**config.mk**
```make
export PLATFORM = sky130hd
export DESIGN_NAME = crossing_scheduler
export DESIGN_NICKNAME = d
export VERILOG_FILES = /design/src/rtl/traffic_pkg.sv /design/src/rtl/ped_conditioner.sv /design/src/rtl/crossing_scheduler.sv
export SDC_FILE = /design/constraint.sdc
export NUM_CORES = 1
export LEC_CHECK = 0
export BUFFER_PORTS_ARGS = -buffer_cell sky130_fd_sc_hd__buf_4
export CORE_UTILIZATION = 54
export CTS_CLUSTER_SIZE = 25
export DETAILED_ROUTE_END_ITERATION = 8
export PLACE_DENSITY = 0.72
export SLEW_MARGIN = 20
export SYNTH_ARGS = -nofsm -noshare
export SYNTH_HDL_FRONTEND = slang
export SYNTH_SLANG_ARGS = --single-unit
```
**constraint.sdc**
```tcl
create_clock -name clk -period 2.1 [get_ports clk]
set_input_delay 0.63 -clock clk [delete_from_list [all_inputs] [get_ports clk]]
set_output_delay 0.63 -clock clk [all_outputs]
set_load 0.01 [all_outputs]
```
**src/rtl/traffic_pkg.sv**
```systemverilog
// Shared encodings and default timing for the pedestrian crossing scheduler.
// Lights are one-hot {red,yellow,green} and {walk,dont_walk}.
package traffic_pkg;

  typedef enum logic [2:0] {
    V_GREEN,
    V_YELLOW,
    ALLRED_1,
    P_WALK,
    P_FLASH,
    ALLRED_2
  } state_t;

  localparam logic [2:0] VL_RED = 3'b100;
  localparam logic [2:0] VL_YEL = 3'b010;
  localparam logic [2:0] VL_GRN = 3'b001;

  localparam logic [1:0] PL_WALK = 2'b10;
  localparam logic [1:0] PL_DONT = 2'b01;

  localparam int DEF_TICK_DIV    = 12000000;
  localparam int DEF_GREEN_MIN_S = 10;
  localparam int DEF_YELLOW_S    = 2;
  localparam int DEF_ALLRED_S    = 1;
  localparam int DEF_WALK_S      = 6;
  localparam int DEF_FLASH_S     = 4;
  localparam int DEF_DEB_CYCLES  = 240000;

  function automatic logic [3:0] clamp9(input logic [4:0] v);
    return (v > 5'd9) ? 4'd9 : v[3:0];
  endfunction

endpackage

```
**src/rtl/ped_conditioner.sv**
```systemverilog
// Button synchroniser, optional debounce (PED_DEBOUNCE_EN) and rising-edge
// detector; press is a one-cycle pulse per accepted button press.
module ped_conditioner #(
  parameter int DEB_CYCLES = 240000
) (
  input  logic clk,
  input  logic rst_n,
  input  logic btn,
  output logic press
);

  logic sync1;
  logic sync2;
  logic level;
  logic level_d;

  always_ff @(posedge clk or negedge rst_n) begin
    if (!rst_n) begin
      sync1   <= 1'b0;
      sync2   <= 1'b0;
      level_d <= 1'b0;
    end else begin
      sync1   <= btn;
      sync2   <= sync1;
      level_d <= level;
    end
  end

`ifdef PED_DEBOUNCE_EN
  localparam int CW = (DEB_CYCLES > 1) ? $clog2(DEB_CYCLES) : 1;

  logic [CW-1:0] deb_cnt;

  always_ff @(posedge clk or negedge rst_n) begin
    if (!rst_n) begin
      level   <= 1'b0;
      deb_cnt <= '0;
    end else if (sync2 == level) begin
      deb_cnt <= '0;
    end else if (deb_cnt == CW'(DEB_CYCLES - 1)) begin
      level   <= sync2;
      deb_cnt <= '0;
    end else begin
      deb_cnt <= deb_cnt + 1'b1;
    end
  end
`else
  // DEB_CYCLES only shapes the debounced build
  assign level = sync2 | (DEB_CYCLES < 0);
`endif

  assign press = level & ~level_d;

endmodule

```
**src/rtl/crossing_scheduler.sv**
```systemverilog
// Pedestrian crossing light sequencer driven by a 1 s tick.
// Define PED_DEBOUNCE_EN to debounce the pedestrian button.
module crossing_scheduler
  import traffic_pkg::*;
#(
  parameter int TICK_DIV    = DEF_TICK_DIV,
  parameter int GREEN_MIN_S = DEF_GREEN_MIN_S,
  parameter int YELLOW_S    = DEF_YELLOW_S,
  parameter int ALLRED_S    = DEF_ALLRED_S,
  parameter int WALK_S      = DEF_WALK_S,
  parameter int FLASH_S     = DEF_FLASH_S,
  parameter int DEB_CYCLES  = DEF_DEB_CYCLES
) (
  input  logic       clk,
  input  logic       rst_n,
  input  logic       pedestrian_btn,
  output logic [2:0] vehicle_light,
  output logic [1:0] pedestrian_light,
  output logic [3:0] countdown,
  output logic       req_pending,
  output logic       tick
);

  localparam int PW = (TICK_DIV > 1) ? $clog2(TICK_DIV) : 1;

  localparam logic [3:0] GRN_T = 4'(GREEN_MIN_S);
  localparam logic [3:0] YEL_T = 4'(YELLOW_S);
  localparam logic [3:0] AR_T  = 4'(ALLRED_S);
  localparam logic [3:0] WLK_T = 4'(WALK_S);
  localparam logic [3:0] FLS_T = 4'(FLASH_S);

  logic [PW-1:0] pre_cnt;
  state_t        state;
  state_t        state_nx;
  logic [3:0]    timer;
  logic [3:0]    timer_nx;
  logic          req_nx;
  logic          press;
  logic          last;
  logic          flash_dont;

  ped_conditioner #(
    .DEB_CYCLES(DEB_CYCLES)
  ) u_ped (
    .clk  (clk),
    .rst_n(rst_n),
    .btn  (pedestrian_btn),
    .press(press)
  );

  assign tick = (pre_cnt == PW'(TICK_DIV - 1));

  always_ff @(posedge clk or negedge rst_n) begin
    if (!rst_n)    pre_cnt <= '0;
    else if (tick) pre_cnt <= '0;
    else           pre_cnt <= pre_cnt + 1'b1;
  end

  always_ff @(posedge clk or negedge rst_n) begin
    if (!rst_n) begin
      state       <= V_GREEN;
      timer       <= GRN_T;
      req_pending <= 1'b0;
    end else begin
      state       <= state_nx;
      timer       <= timer_nx;
      req_pending <= req_nx;
    end
  end

  assign last = (timer == 4'd1);

  always_comb begin
    state_nx = state;
    timer_nx = timer;
    if (tick) begin
      timer_nx = (timer == 4'd0) ? 4'd0 : timer - 4'd1;
      unique case (state)
        V_GREEN:
          if (req_pending && timer <= 4'd1) begin
            state_nx = V_YELLOW;
            timer_nx = YEL_T;
          end
        V_YELLOW:
          if (last) begin
            state_nx = ALLRED_1;
            timer_nx = AR_T;
          end
        ALLRED_1:
          if (last) begin
            state_nx = P_WALK;
            timer_nx = WLK_T;
          end
        P_WALK:
          if (last) begin
            state_nx = P_FLASH;
            timer_nx = FLS_T;
          end
        P_FLASH:
          if (last) begin
            state_nx = ALLRED_2;
            timer_nx = AR_T;
          end
        ALLRED_2:
          if (last) begin
            state_nx = V_GREEN;
            timer_nx = GRN_T;
          end
        default: begin
          state_nx = V_GREEN;
          timer_nx = GRN_T;
        end
      endcase
    end
  end

  // walk entry clears the request and beats a press in the same cycle
  always_comb begin
    req_nx = req_pending;
    if (press && state != P_WALK) req_nx = 1'b1;
    if (state_nx == P_WALK && state != P_WALK) req_nx = 1'b0;
  end

  assign flash_dont = ~(timer[0] ^ FLS_T[0]);

  always_comb begin
    vehicle_light    = VL_RED;
    pedestrian_light = PL_DONT;
    countdown        = 4'd0;
    unique case (state)
      V_GREEN:  vehicle_light = VL_GRN;
      V_YELLOW: vehicle_light = VL_YEL;
      P_WALK: begin
        pedestrian_light = PL_WALK;
        countdown        = clamp9(5'(timer) + 5'(FLS_T));
      end
      P_FLASH: begin
        pedestrian_light = {1'b0, flash_dont};
        countdown        = clamp9({1'b0, timer});
      end
      default: ;
    endcase
  end

endmodule

```
Word-level counts from Yosys, hierarchy flattened
Index checks and enable logic that the tools add are counted.

storage, ports and cells
  bits in registers = 35
  bits of input ports = 3
  output and inout port bits = 11
  word-level logic and storage cells = 55

operators by class
  add/subtract/negate cells = 3
  $lt $le $gt $ge = 3
  equality and inequality tests = 9
  multiplexer cells = 23
  bitwise gates (word level) = 3
  reduce and logical (&&, ||, !) cells = 7

operators by type and width
  kind                                                                              count
  4-bit 2-to-1 mux                                                                  8
  24-bit by 1-bit adder with 24-bit output (second input constant)                  1
  24-bit equality test (second input constant)                                      1
  24-bit 2-to-1 mux                                                                 1
  3-bit 2-to-1 mux                                                                  7
  4-bit case mux with 5 select lines                                                1
  3-bit case mux with 6 select lines                                                1
  3-bit by 2-bit equality test with 1-bit output (second input constant)            3
  4-bit case mux with 2 select lines                                                1
  3-bit equality test (second input constant)                                       2
  3-bit case mux with 2 select lines                                                1
  4-bit by 3-bit adder with 5-bit output (second input constant)                    1
  5-bit by 4-bit greater-than comparator with 1-bit output (second input constant)  1
  4-bit by 1-bit equality test with 1-bit output (second input constant)            1
  4-bit greater-than comparator (second input constant)                             1
  4-bit by 1-bit <= comparator with 1-bit output (second input constant)            1
  4-bit logical NOT                                                                 1
  2-bit case mux with 2 select lines                                                1
  4-bit by 1-bit subtractor with 4-bit output (second input constant)               1
  3-bit by 1-bit equality test with 1-bit output (second input constant)            1
  1-bit logical AND                                                                 3
  3-bit logical NOT                                                                 1
  3-bit by 2-bit inequality test with 1-bit output (second input constant)          1
  1-bit 2-to-1 mux                                                                  2
  4 further kinds                                                                   5

Depth between registers and ports, before layout
  depth in word-level cells = 8
  gate-level depth with buffers = 8
  gate-level depth less buffers = 7

By module
A second synthesis with hierarchy kept.

unflattened totals
  cells, all modules = 231
  area, all modules = 2098.3 um^2

modules (own cells, without submodules)
  module              times used  cells each  area an instance (um^2)  sequential area each (um^2)
  crossing_scheduler  1           227         2009.4                   803.3
  ped_conditioner     1           4           88.8                     75.1

Worst setup path before layout
Ideal clock, no wire load.

  path type = register to output
  from = register pre_cnt[14]
  to = output tick
  arrival time = 1.572 ns
  required time = 1.470 ns
  slack = -0.102 ns
  cell stages (with the launch flop) = 7
  path buffers = 2
  cell sequence = dfrtp_1 > nor4b_2 > nand4_1 > or3_4 > buf_6 > inv_1 > buf_4

between the ends
  word-level cells in the longest chain between the ends = 1

ends and longest elaborated chain
  what                    RTL line                  source
  from (decl)             crossing_scheduler.sv:32  logic [PW-1:0] pre_cnt;
  from (signal assigned)  crossing_scheduler.sv:56  else pre_cnt <= pre_cnt + 1'b1;
  24-bit equality test    crossing_scheduler.sv:51  assign tick = (pre_cnt == PW'(TICK_DIV - 1));
  to (decl)               crossing_scheduler.sv:21  output logic tick

No other way between the ends.

Worst setup path in the final report
  from = register timer[3]
  to = output countdown[1]

between the ends
  word-level cells in the longest chain between the ends = 4

ends and longest elaborated chain
  what                                                      RTL line                   source
  from (decl)                                               crossing_scheduler.sv:35   logic [3:0] timer;
  from (signal assigned)                                    crossing_scheduler.sv:66   timer <= timer_nx;
  4-bit by 3-bit adder with 5-bit output                    crossing_scheduler.sv:135  countdown = clamp9(5'(timer) + 5'(FLS_T));
  5-bit by 4-bit greater-than comparator with 1-bit output  traffic_pkg.sv:30          return (v > 5'd9) ? 4'd9 : v[3:0];
  4-bit 2-to-1 mux                                          traffic_pkg.sv:30
  4-bit case mux with 2 select lines *                      crossing_scheduler.sv:130  unique case (state)
  to (decl)                                                 crossing_scheduler.sv:19   output logic [3:0] countdown,

Mark *: on every way between the ends. The rest lies on a longest branch, timed or not.

==> summary.txt <==
Run status
  • Outcome: complete, but fails checks
  • Failing checks: negative setup slack

Route
  • Drt first-iter violations: 208
  • Number of iterations in the first detailed-routing pass: 4
  • Via count: ~1700
  • Drt total wl: 4376 µm
  • Routed wire length per instance: between 10 and 15 µm
  • DRC: 0
  • Antenna Nets Post-Route: 0
  • Routed vias/inst: about 5.6

STA
  • # setup viols final: 5
  • Tmin final: approximately 2400 ps
  • Max Slew Vio Count: 0
  • Worst relative slew slack: 0.7055
  • Skew final: a little under 9 ps
  • RSZ-0062 raised after global routing: yes
  • Worst setup margin: -324.1 ps
  • Fin Setup TNS: -1254 ps
  • Worst-margin pin slew: roughly 440 ps
  • Hold Fails Final Rpt: 0
  • F_max: between 0.4 and 0.5 GHz
  • Crit share post-route: 1.154

Clock tree
  • Post-CTS Hold Fix Bufs: 0
  • Max Root-Sink Buffers: 2
  • Clock Sinks: 35
  • CTS Root Cell: clkbuf_8
  • CTS tree: done
  • Num CTS Buffers: 5
  • CTS clock-pin slew for the worst setup and hold paths: around 80 ps
  • # H-tree levels: 2
  • Clock insertion delay at the later pin of the skew report: ~290 ps

Setup path
  • Crit path largest cell delay: around 570 ps
  • Type of the worst setup path: reg2out
  • CP max stage cell: dfstp_2
  • Crit end category: output pin
  • R2r worst-path depth: 7
  • Startpoint Class: flip-flop
  • Crit-path cells: ha_2, nand2_1, a22o_1, o22ai_1, and2_1, buf_6
  • Reg2reg setup slack: about 80 ps
  • CP Launch Point: timer[3]
  • Data required time of the worst path: 1470 ps
  • FF-to-FF Start: timer[3]
  • Crit path to: countdown[1]
  • Worst-path fanout max: 4
  • Worst Path Arrival: 1790 ps
  • Reg-to-reg endpoint: timer[3]

Finish
  • Commonest cells after routing, fill and taps aside: 40 x buf_4, 32 x dfrtp_1, 27 x nor2_1
  • Layout Nets: about 270
  • Final instance area: 2516 µm²
  • Antenna cells: 0
  • Share of cells above drive strength 1: 0.2769
  • Core Util, Final: 0.6873
  • Commonest non-fill, non-tap cell in the layout: buf_4
  • Synthesis-to-finish area growth: 22.25%

Power
  • Design Power: ~1.2 mW
  • Worst vdd ir: 445.5 µV
  • Pwr/cell area: around 480 nW/µm²
  • Lkg Pwr: between 1 and 1.5 nW

Global route
  • Initial antenna violation count: 0
  • Overflow after GRT: 0
  • Largest net degree at the start of global routing: 36
  • Vias in the first global route: 1645
  • All-Layer GR Usage: 0.2360
  • First-pass GRT wire length: approximately 7400 µm

Place
  • Post-place setup slack: about 10 ps
  • Placed cell areas: roughly 2300 µm²
  • HPWL Detailed: between 2000 and 3000 µm
  • Gpl congestion: 0.8415
  • I/O Buffers: 13

Synth
  • Post-synth EDFFs: 0
  • Syn Inst Count: approximately 220
  • Yosys top cell by area: dfrtp_1
  • Synth top area cells: dfrtp_1 40%, xnor2_1 6.0%, nor2_1 4.9%
  • Multiplexer share of the synthesized area: 0.01033
  • Synth Register Bits: 35
  • Post-synth ARST share: 1.000
  • Synth Flop Type: dfrtp_1
  • Mean area per synthesized cell: around 9.3 µm²
  • Synth warnings: 0
  • Post-Syn Area: 2058 µm²
  • Combinational family with the most area after synthesis: simple AND/OR/NAND/NOR gates
  • Synth Area in Simple Gates: 0.2547
  • Sequential-to-total area share from yosys stat: 0.4267
  • Post-synthesis compound-gate area fraction: 0.1368
  • Synthesized net count: 230
  • Distinct cell type count after synthesis: 52
  • Adder-cell share of the synthesized area: 0.03647
  • Yosys top cell area share: 0.4012
  • XOR/XNOR Fraction of Synth Area: 0.08936

Hold path
  • Worst min-delay path class: in2async

Floorplanning
  • Die H: ~64 µm
  • Initial Util: 0.5622
  • Core ar.: between 3000 and 4000 µm²
  • Rows: 22
  • Number of I/O pins: 14
  • Die area: just over 4000 µm²
  • Die Width: approximately 64 µm

Flow run
  • Max_cap viols: 0
[through the flow]
stage	std cells	hold slack [ps]
after global placement	288	336.8
final	308	272.4
after CTS	304	291.3
after floorplan	221	331.2
after detailed placement	288	336.3
after global routing	308	316.1
[power by group]
| part | switching, mW | total, mW | internal [mW] |
|---|---|---|---|
| registers | 0.000933 | 0.678 | 0.677 |
| clock network | 0.255 | 0.523 | 0.268 |
| logic | 0.0129 | 0.0154 | 0.00257 |
[timing repair]
item                                    CTS  global route
endpoints found under the setup margin    5            10
gates resized for setup                  10             7
setup buffers                             8             4
pin swaps                                 2             5
[state kept, by name (all words and copies together) (netlist names)]
name and flops:
req_pending 1, u_ped.sync1 1, u_ped.level_d 1, timer 4
state 3, pre_cnt 24, u_ped.level 1
[worst min-delay path by stage]
| stage | startpoint | to | slack, ps |
|---|---|---|---|
| final | rst_n | state[0] | 270 |
| after global routing | rst_n | state[0] | 320 |
| after CTS | rst_n | timer[2] | 290 |
| after detailed placement | u_ped.sync1 | u_ped.level | 340 |
| after global placement | u_ped.sync1 | u_ped.level | 340 |
| after floorplan | rst_n | pre_cnt[0] | 330 |
[layout make-up]
| class | instances | area, µm² |
|---|---|---|
| Tap cell | 48 | 60.06 |
| Sequential cell | 35 | 879.6 |
| Clock buffer | 6 | 82.58 |
| Clock inverter | 2 | 16.27 |
| Multi-Input combinational cell | 166 | 1119 |
| Inverter | 9 | 36.28 |
| Timing Repair Buffer | 42 | 322.8 |
| Fill cell | 305 | 1145 |
[cell usage after synthesis (all sizes together) (2+ instances only)]
master	count
and3	5
o21ai	16
a21o	2
nor3	8
nand3	7
clkbuf	3
xor2	7
o21a	2
nor4b	2
a21oi	7
xnor2	14
or3	2
nand2	17
inv	9
nand3b	2
a22o	2
dfstp	2
nand2b	2
and4	4
a31oi	3
and2	5
or2	2
nor2	27
nand4	6
ha	6
dfrtp	33
o22ai	2
a211oi	2
buf	8
a2111oi	2
[routing by layer]
layer  share of wire  track usage  up-vias
met5               0            0        -
met4           0.020       0.1136        0
met3           0.033      0.04286       10
met2            0.47       0.3644       38
met1            0.48       0.3194      836
li1                -            -      849
[logic make-up (layout without fill, tap and decap cells)]
| logic type | count (synthesis) | count (layout) |
|---|---|---|
| xor gates and xnor gates | 21 | 21 |
| AOI/OAI and AO/OA | 44 | 44 |
| muxes | 2 | 2 |
| buffers and inverters | 20 | 59 |
| DFF | 35 | 35 |
| adders and majority gates | 6 | 6 |
| and+or+nand+nor | 93 | 93 |
[critical path: cells and delay by family, from the launching register on]
family | cells | cell delay (ps)
adder cells (fa/ha/maj) | 1 | 200
buffers and inverters | 1 | 100
flip-flops | 1 | 570
AND/OR/NAND/NOR | 2 | 240
AO/OA/AOI/OAI | 2 | 400
(Power assumes the default switching activity.)
